--- config.mk ---
export PLATFORM = sky130hd
export DESIGN_NAME = gpio_port
export DESIGN_NICKNAME = d
export VERILOG_FILES = /design/src/rtl/gpio_pkg.sv /design/src/rtl/gpio_sync.sv /design/src/rtl/gpio_port.sv
export SDC_FILE = /design/constraint.sdc
export NUM_CORES = 1
export LEC_CHECK = 0
export BUFFER_PORTS_ARGS = -buffer_cell sky130_fd_sc_hd__buf_2
export CORE_ASPECT_RATIO = 1.25
export CORE_UTILIZATION = 35
export CTS_BUF_LIST = sky130_fd_sc_hd__clkbuf_4
export DETAILED_ROUTE_END_ITERATION = 8
export PLACE_DENSITY = 0.76
export SYNTH_ARGS = -nofsm -noshare
export SYNTH_HDL_FRONTEND = slang
export SYNTH_SLANG_ARGS = --single-unit
--- constraint.sdc ---
create_clock -name i_clk -period 6.25 [get_ports i_clk]
set_clock_uncertainty 0.2 [all_clocks]
set_input_delay 0.3125 -clock i_clk [delete_from_list [all_inputs] [get_ports i_clk]]
set_output_delay 0.3125 -clock i_clk [all_outputs]
set_load 0.02 [all_outputs]
--- src/rtl/gpio_pkg.sv ---
// gpio_pkg
// Purpose: register map constants and address-window helper shared by the
//          GPIO port and the CPU data path.
// Ports:   none (package).
package gpio_pkg;

  // CPU data word width, also used by data_control
  localparam int REG_WIDTH = 32;

  // Register offsets relative to BASE_ADDR
  localparam logic [1:0] GPIO_OFF_OUT = 2'd0;
  localparam logic [1:0] GPIO_OFF_DIR = 2'd1;
  localparam logic [1:0] GPIO_OFF_IN  = 2'd2;
  localparam int         GPIO_NUM_REGS = 3;

  // IRQ status field position within DATA_IN
  localparam int GPIO_IRQ_SHIFT = 16;

  // True when addr falls inside [base, base + GPIO_NUM_REGS).
  // The subtraction is only trusted after the lower-bound test, so an
  // address below base never wraps into the window.
  function automatic logic addr_in_window(input logic [REG_WIDTH-1:0] addr,
                                          input logic [REG_WIDTH-1:0] base);
    return (addr >= base) && ((addr - base) < REG_WIDTH'(GPIO_NUM_REGS));
  endfunction

endpackage

--- src/rtl/gpio_sync.sv ---
// gpio_sync
// Purpose: multi-stage flop synchroniser for asynchronous pad inputs,
//          cleared by synchronous reset.
// Ports:
//   i_clk  - system clock
//   i_rst  - synchronous active-high reset, clears every stage
//   i_d    - asynchronous input bus (WIDTH bits)
//   o_q    - synchronised output, STAGES edges behind i_d
module gpio_sync #(
  parameter int WIDTH  = 8,
  parameter int STAGES = 2
) (
  input  logic             i_clk,
  input  logic             i_rst,
  input  logic [WIDTH-1:0] i_d,
  output logic [WIDTH-1:0] o_q
);

  for (genvar gi = 0; gi < STAGES; gi++) begin : g_stage
    logic [WIDTH-1:0] q_reg;
    logic [WIDTH-1:0] d;

    if (gi == 0) begin : g_first
      assign d = i_d;
    end else begin : g_chain
      assign d = g_stage[gi-1].q_reg;
    end

    always_ff @(posedge i_clk) begin
      if (i_rst) begin
        q_reg <= '0;
      end else begin
        q_reg <= d;
      end
    end
  end

  assign o_q = g_stage[STAGES-1].q_reg;

endmodule

--- src/rtl/gpio_port.sv ---
// gpio_port
// Purpose: memory-mapped GPIO peripheral. Holds output and direction
//          registers, synchronises pad inputs and returns read data to the
//          CPU load mux. Register map (offset from BASE_ADDR):
//            0 DATA_OUT (RW), 1 DIR (RW, 1 = drive), 2 DATA_IN (RO pins,
//            IRQ status in the upper half when enabled, write-1-to-clear).
// Optional feature: define GPIO_IRQ_EN to add rising-edge interrupt logic;
//          without it o_irq is tied low and DATA_IN upper bits read 0.
// Ports:
//   i_clk      - system clock
//   i_rst      - synchronous active-high reset
//   i_we       - write strobe from the address decoder
//   i_addr     - CPU data address
//   i_wdata    - CPU store data (only the low GPIO_WIDTH bits are stored)
//   o_rdata    - combinational read data, 0 outside the register window
//   i_gpio_in  - asynchronous pad inputs
//   o_gpio_out - pad output values
//   o_gpio_oe  - pad output enables
//   o_irq      - registered interrupt request
module gpio_port
  import gpio_pkg::*;
#(
  parameter int GPIO_WIDTH  = 8,
  parameter int BASE_ADDR   = 128,
  parameter int SYNC_STAGES = 2
) (
  input  logic                  i_clk,
  input  logic                  i_rst,
  input  logic                  i_we,
  input  logic [REG_WIDTH-1:0]  i_addr,
  input  logic [REG_WIDTH-1:0]  i_wdata,
  output logic [REG_WIDTH-1:0]  o_rdata,
  input  logic [GPIO_WIDTH-1:0] i_gpio_in,
  output logic [GPIO_WIDTH-1:0] o_gpio_out,
  output logic [GPIO_WIDTH-1:0] o_gpio_oe,
  output logic                  o_irq
);

  localparam logic [REG_WIDTH-1:0] BASE = REG_WIDTH'(BASE_ADDR);

  logic [REG_WIDTH-1:0]  offset;
  logic                  off_valid;
  logic                  wr_out;
  logic                  wr_dir;
  logic                  wr_in;
  logic [GPIO_WIDTH-1:0] out_reg;
  logic [GPIO_WIDTH-1:0] dir_reg;
  logic [GPIO_WIDTH-1:0] sync;
  logic [GPIO_WIDTH-1:0] status_view;

  assign offset    = i_addr - BASE;
  assign off_valid = addr_in_window(i_addr, BASE);
  assign wr_out    = i_we && off_valid && (offset[1:0] == GPIO_OFF_OUT);
  assign wr_dir    = i_we && off_valid && (offset[1:0] == GPIO_OFF_DIR);
  assign wr_in     = i_we && off_valid && (offset[1:0] == GPIO_OFF_IN);

  always_ff @(posedge i_clk) begin
    if (i_rst) begin
      out_reg <= '0;
      dir_reg <= '0;
    end else begin
      if (wr_out) out_reg <= i_wdata[GPIO_WIDTH-1:0];
      if (wr_dir) dir_reg <= i_wdata[GPIO_WIDTH-1:0];
    end
  end

  gpio_sync #(
    .WIDTH  (GPIO_WIDTH),
    .STAGES (SYNC_STAGES)
  ) u_sync (
    .i_clk (i_clk),
    .i_rst (i_rst),
    .i_d   (i_gpio_in),
    .o_q   (sync)
  );

`ifdef GPIO_IRQ_EN
  logic [GPIO_WIDTH-1:0] hist_reg;
  logic [GPIO_WIDTH-1:0] irq_status_reg;
  logic [GPIO_WIDTH-1:0] irq_status_next;
  logic [GPIO_WIDTH-1:0] rise;
  logic [GPIO_WIDTH-1:0] clr;
  logic                  irq_reg;

  assign rise = sync & ~hist_reg;
  assign clr  = wr_in ? i_wdata[GPIO_IRQ_SHIFT +: GPIO_WIDTH] : '0;
  // Clear is applied first so a coincident edge re-sets the bit.
  assign irq_status_next = (irq_status_reg & ~clr) | rise;

  always_ff @(posedge i_clk) begin
    if (i_rst) begin
      hist_reg       <= '0;
      irq_status_reg <= '0;
      irq_reg        <= 1'b0;
    end else begin
      hist_reg       <= sync;
      irq_status_reg <= irq_status_next;
      irq_reg        <= |irq_status_reg;
    end
  end

  assign o_irq       = irq_reg;
  assign status_view = irq_status_reg;
`else
  assign o_irq       = 1'b0;
  assign status_view = '0;
`endif

  always_comb begin
    o_rdata = '0;
    if (off_valid) begin
      case (offset[1:0])
        GPIO_OFF_OUT: o_rdata[GPIO_WIDTH-1:0] = out_reg;
        GPIO_OFF_DIR: o_rdata[GPIO_WIDTH-1:0] = dir_reg;
        GPIO_OFF_IN: begin
          o_rdata[GPIO_WIDTH-1:0]              = sync;
          o_rdata[GPIO_IRQ_SHIFT +: GPIO_WIDTH] = status_view;
        end
        default: o_rdata = '0;
      endcase
    end
  end

  assign o_gpio_out = out_reg;
  assign o_gpio_oe  = dir_reg;

  // Upper store-data bits and upper offset bits are intentionally ignored.
  logic unused_bits;
  assign unused_bits = ^{i_wdata, offset};

endmodule

Word-level counts from Yosys, hierarchy flattened
Cells that the tools add are included.

Flip-flop bits (word level): 32. Input port bits: 75. Output and inout port bits: 49. Word-level logic and storage cells: 16.

$add $sub $neg: 1. $lt $le $gt $ge: 2. Equal/unequal tests: 2. Mux-type cells: 2. Reduce and logical (&&, ||, !) cells: 5.

Operator list (count): >= comparator 32 x 8 -> 1 bit (second input constant) (1); < comparator 32 x 2 -> 1 bit (second input constant) (1); subtractor 32 x 8 -> 32 bit (second input constant) (1); case mux 8 bit (3 select lines) (1); 2-to-1 mux 8 bit (1); logical AND 1 bit (4); == test 2 x 1 -> 1 bit (second input constant) (1); == test 2 bit (second input constant) (1); zero test 2 bit (1).

Logic depth before layout (Yosys ltp)
Word-level depth: 5. Mapped depth: 10. Depth with buffers taken out: 8.

Cells and area by module
Synthesis repeated with hierarchy kept, for this count alone.

Cell total of the unflattened synthesis: 248. Area total of the unflattened synthesis: 2102.0 µm².

Modules (own cells, without submodules): gpio_port (times used 1, cells each 215, area each 1637.8 µm², seq. area each 320.3 µm²); gpio_sync (times used 1, cells each 33, area each 464.2 µm², seq. area each 320.3 µm²).

Least setup slack after synthesis
No wires, ideal clock.

Kind: input to output. Start: input i_addr[7]. End: output o_rdata[0]. Arrival time: 2.119 ns. Required time: 5.738 ns. Slack: 3.619 ns. Stages on the path: 9. Path buffers: 1. Cells stage by stage: inv_1 > ha_1 > clkbuf_1 > nor4b_1 > nand4_1 > o21a_1 > nor3_1 > nand4_1 > nor2_1.

Cells in the longest elaborated chain, start to end: 4. Elaborated cells between the ends (all ways): 5. Those cells by class: 1 x add/sub; 2 x order compare; 1 x mux; 1 x reduce/logical.

Ends and longest elaborated chain: from (decl) (line gpio_port.sv:30) `input logic [REG_WIDTH-1:0] i_addr,`; subtractor 32 x 8 -> 32 bit (line gpio_pkg.sv:24) `return (addr >= base) && ((addr - base) < REG_WIDTH'(GPIO_NUM_REGS));`; < comparator 32 x 2 -> 1 bit (line gpio_pkg.sv:24); logical AND 1 bit * (line gpio_pkg.sv:24); 2-to-1 mux 8 bit * (line gpio_port.sv:111) `if (off_valid) begin`; to (decl) (line gpio_port.sv:32) `output logic [REG_WIDTH-1:0] o_rdata,`.

Every way passes the cells marked *; elsewhere a longest branch is shown, timed or not.

Final worst setup path
Start: input i_addr[7]. End: output o_rdata[7].

The elaborated chain is that of the path after synthesis.

==> metrics.yaml <==
sta:
  tightest_slew_ps: 662
  fmax_mhz: 318
  slew_violations: 0
  setup-tns-final_ps: 0
  finalHoldViolations: 0
  rsz0062_at_grt: "no"
  setup_viol: 0
  final.min_clock_period_ps: 3150
  slew_headroom_pct: 55.8
  min_period_over_period_pct: 50.3
setup_path:
  crit_slowest_cell: "a2111oi_0"
  crit_chain: "buf_2 -> inv_1 -> ha_1 -> nand2b_1 -> a2111oi_0 -> o2111ai_1 -> nor4_1 -> nand4_1 -> nor2_1 -> buf_2"
  rr_worst_depth: 2
  r2r-end: "o_gpio_oe[7]"
  crit_path_max_incr_delay_ps: 420
  worstSetupStartpointType: "primary input"
  cp_top_family: "simple AND/OR/NAND/NOR gates"
  required_ps: 5740
  worstPathMaxFanout: 8
  crit_top_cell: "buf_2"
  worstSetupPathType: "primary input to output pin"
  r2r_slack_ps: 5400
  cp-end-kind: "output pin"
  rr_startpoint: "o_gpio_oe[7]"
  critPathBufInv: 3
  cp.arrival_ps: 2630
finish:
  instances_no_fill: 375
  nNetsFinal: 386
  diodes: 0
  syn_to_final_growth_pct: 21.8
  drive_above_1_share_pct: 28.0
  stdcell_area_um2: 2410
  nFillCells: 547
synth:
  yosys_warnings: 0
  synth_top_area_cell: "dfxtp_1"
  yosysTopAreaCellShare_pct: 32.3
  synthTopCellsByArea: "dfxtp_1, mux2i_1, buf_4"
  yosysUniqueCellTypes: 40
  synth_cells: 232
  synth_seq_area_share_pct: 32.3
  syn_area_per_cell_um2: 8.54
  synth_edf_count: 0
  synth_common_cells: "dfxtp_1, nand2b_1, buf_4, mux2i_1, nor2_1"
  synth.most_common_cell: "dfxtp_1"
  async_flop_share_pct: 0
  synth-seq-cells: 32
  syn_area_um2: 1980
  ys.flop_type: "dfxtp_1"
routing:
  via_per_inst: 4.82
  routed_wl_mm: 4.70
  wire_per_inst_um: 12.5
  drt-met1-wl_mm: 1.97
  drc: 0
  first_pass_iters: 4
  drt_iter0_drc: 46
  via_count: 1809
  wl_met2_mm: 2.39
  postRouteAntennaNets: 0
  met3_length_um: 258
  highest_layer: "met4"
min_path:
  holdPathStages: 2
  min_to: "u_sync.g_stage[0].q_reg[7]"
  hold_path_startpoint: "i_gpio_in[7]"
  hp-class: "primary input to register"
die:
  die_w_um: 69.3
  ios: 124
  num_rows: 30
  dieArea_um2: 5970
  core_um2: 5440
  start_util_pct: 36.4
  die_h_um: 86.1
clock_network:
  insertion_delay_ps: 340
  cts_tree: "yes"
  cts_sinks: 32
  cts_root_buffer: "clkbuf_4"
  post-cts-setup-buffers: 0
  htree_levels: 2
  numCtsBuffers: 5
  cts_buffer_depth: 2
  clk_pin_slew_ps: 100
  cts_resized: 0
global_route:
  grt_max_degree: 41
  grt_first_pass_wirelength_mm: 7.52
  grt_usage_pct: 15.8
  grt_pass1_vias: 1690
  grt-ovfl-total: 0
  antenna_found_initial: 0
place:
  placed_cell_area_um2: 2290
  dp_cells: 360
  portBuffers: 74
  hpwl_mm: 3.66
  gp_congestion: 0.853
run_status:
  outcome: "complete, no violations"
power_and_ir_drop:
  power_density_nw_per_um2: 162
  p_leak_nw: 1.13
  peakVddDrop_mv: 0.181
run:
  max_cap_violations: 0
-- routing by layer --
layer / vias up / GRT usage (%)
li1: 908 / -
met1: 821 / 16.9
met2: 74 / 30.4
met3: 6 / 2.94
met4: 0 / 6.49
met5: - / 0
-- layout make-up --
class	instances	area (µm²)	share of cell area, %
Clock inverter	3	13.8	0.570
Tap cell	64	80.1	3.32
Inverter	3	11.3	0.467
Timing Repair Buffer	81	440	18.2
Sequential cell	32	641	26.5
Clock buffer	5	37.5	1.56
Multi-Input combinational cell	187	1190	49.3
-- worst max-delay path by stage --
stage	start	slack, ps	to	cells past startpoint
6_report	i_addr[7]	3100	o_rdata[7]	10
2_1_floorplan	i_addr[7]	3620	o_rdata[0]	9
5_1_grt	i_addr[7]	2850	o_rdata[0]	10
4_1_cts	i_addr[7]	3070	o_rdata[7]	10
3_3_place_gp	i_addr[7]	3130	o_rdata[3]	10
3_5_place_dp	i_addr[7]	3090	o_rdata[7]	10
-- power by group --
group          leakage (nW)  switching, mW  internal [mW]
registers             0.261        0.00103          0.209
clock network        0.0324         0.0694         0.0412
logic                 0.840         0.0426         0.0282
total                  1.13          0.113          0.278
-- cell usage in the layout, fill, tap and decap left out, types with 2 or more instances in the layout --
master	synthesis	final
a21oi_1	12	12
and3_1	2	2
and4_1	2	2
buf_2	1	74
clkbuf_4	0	5
clkinv_2	0	2
conb_1	1	25
dfxtp_1	32	32
dlygate4sd3_1	0	7
inv_1	3	3
mux2i_1	24	24
nand2_1	6	6
nand2b_1	26	26
nand4_1	4	4
nor2_1	23	23
nor2b_1	21	21
nor3_1	8	8
nor4_1	6	6
nor4b_1	2	2
o2111ai_1	2	2
o21ai_0	3	3
or2_2	2	2
xnor2_1	2	2
xor2_1	2	2
-- logic make-up after synthesis --
| group | share of synthesized area, % |
|---|---|
| XOR/XNOR | 1.77 |
| AO/OA/AOI/OAI | 7.70 |
| multiplexers | 12.1 |
| adder cells (fa/ha/maj) | 0.631 |
| flip-flops | 32.3 |
| other | 0.189 |
| buffers and inverters | 12.2 |
| AND/OR/NAND/NOR | 33.1 |
-- timing repair --
item / CTS / global route
endpoints found under the setup margin: 0 / 0
hold endpoints to repair: 6 / 1
hold buffers: 6 / 1
-- per-stage QoR --
step                      power (mW)  hold WS (ps)  utilization (%)  setup WS (ps)
after floorplan                0.268           214                -           3620
after global placement         0.280           216             42.1           3130
after detailed placement       0.281           225             42.1           3090
after CTS                      0.391          3.87             44.2           3070
after global routing           0.408          40.4             44.3           2850
final                          0.391          15.8             44.3           3100
Power figures use the tool's default switching activity.
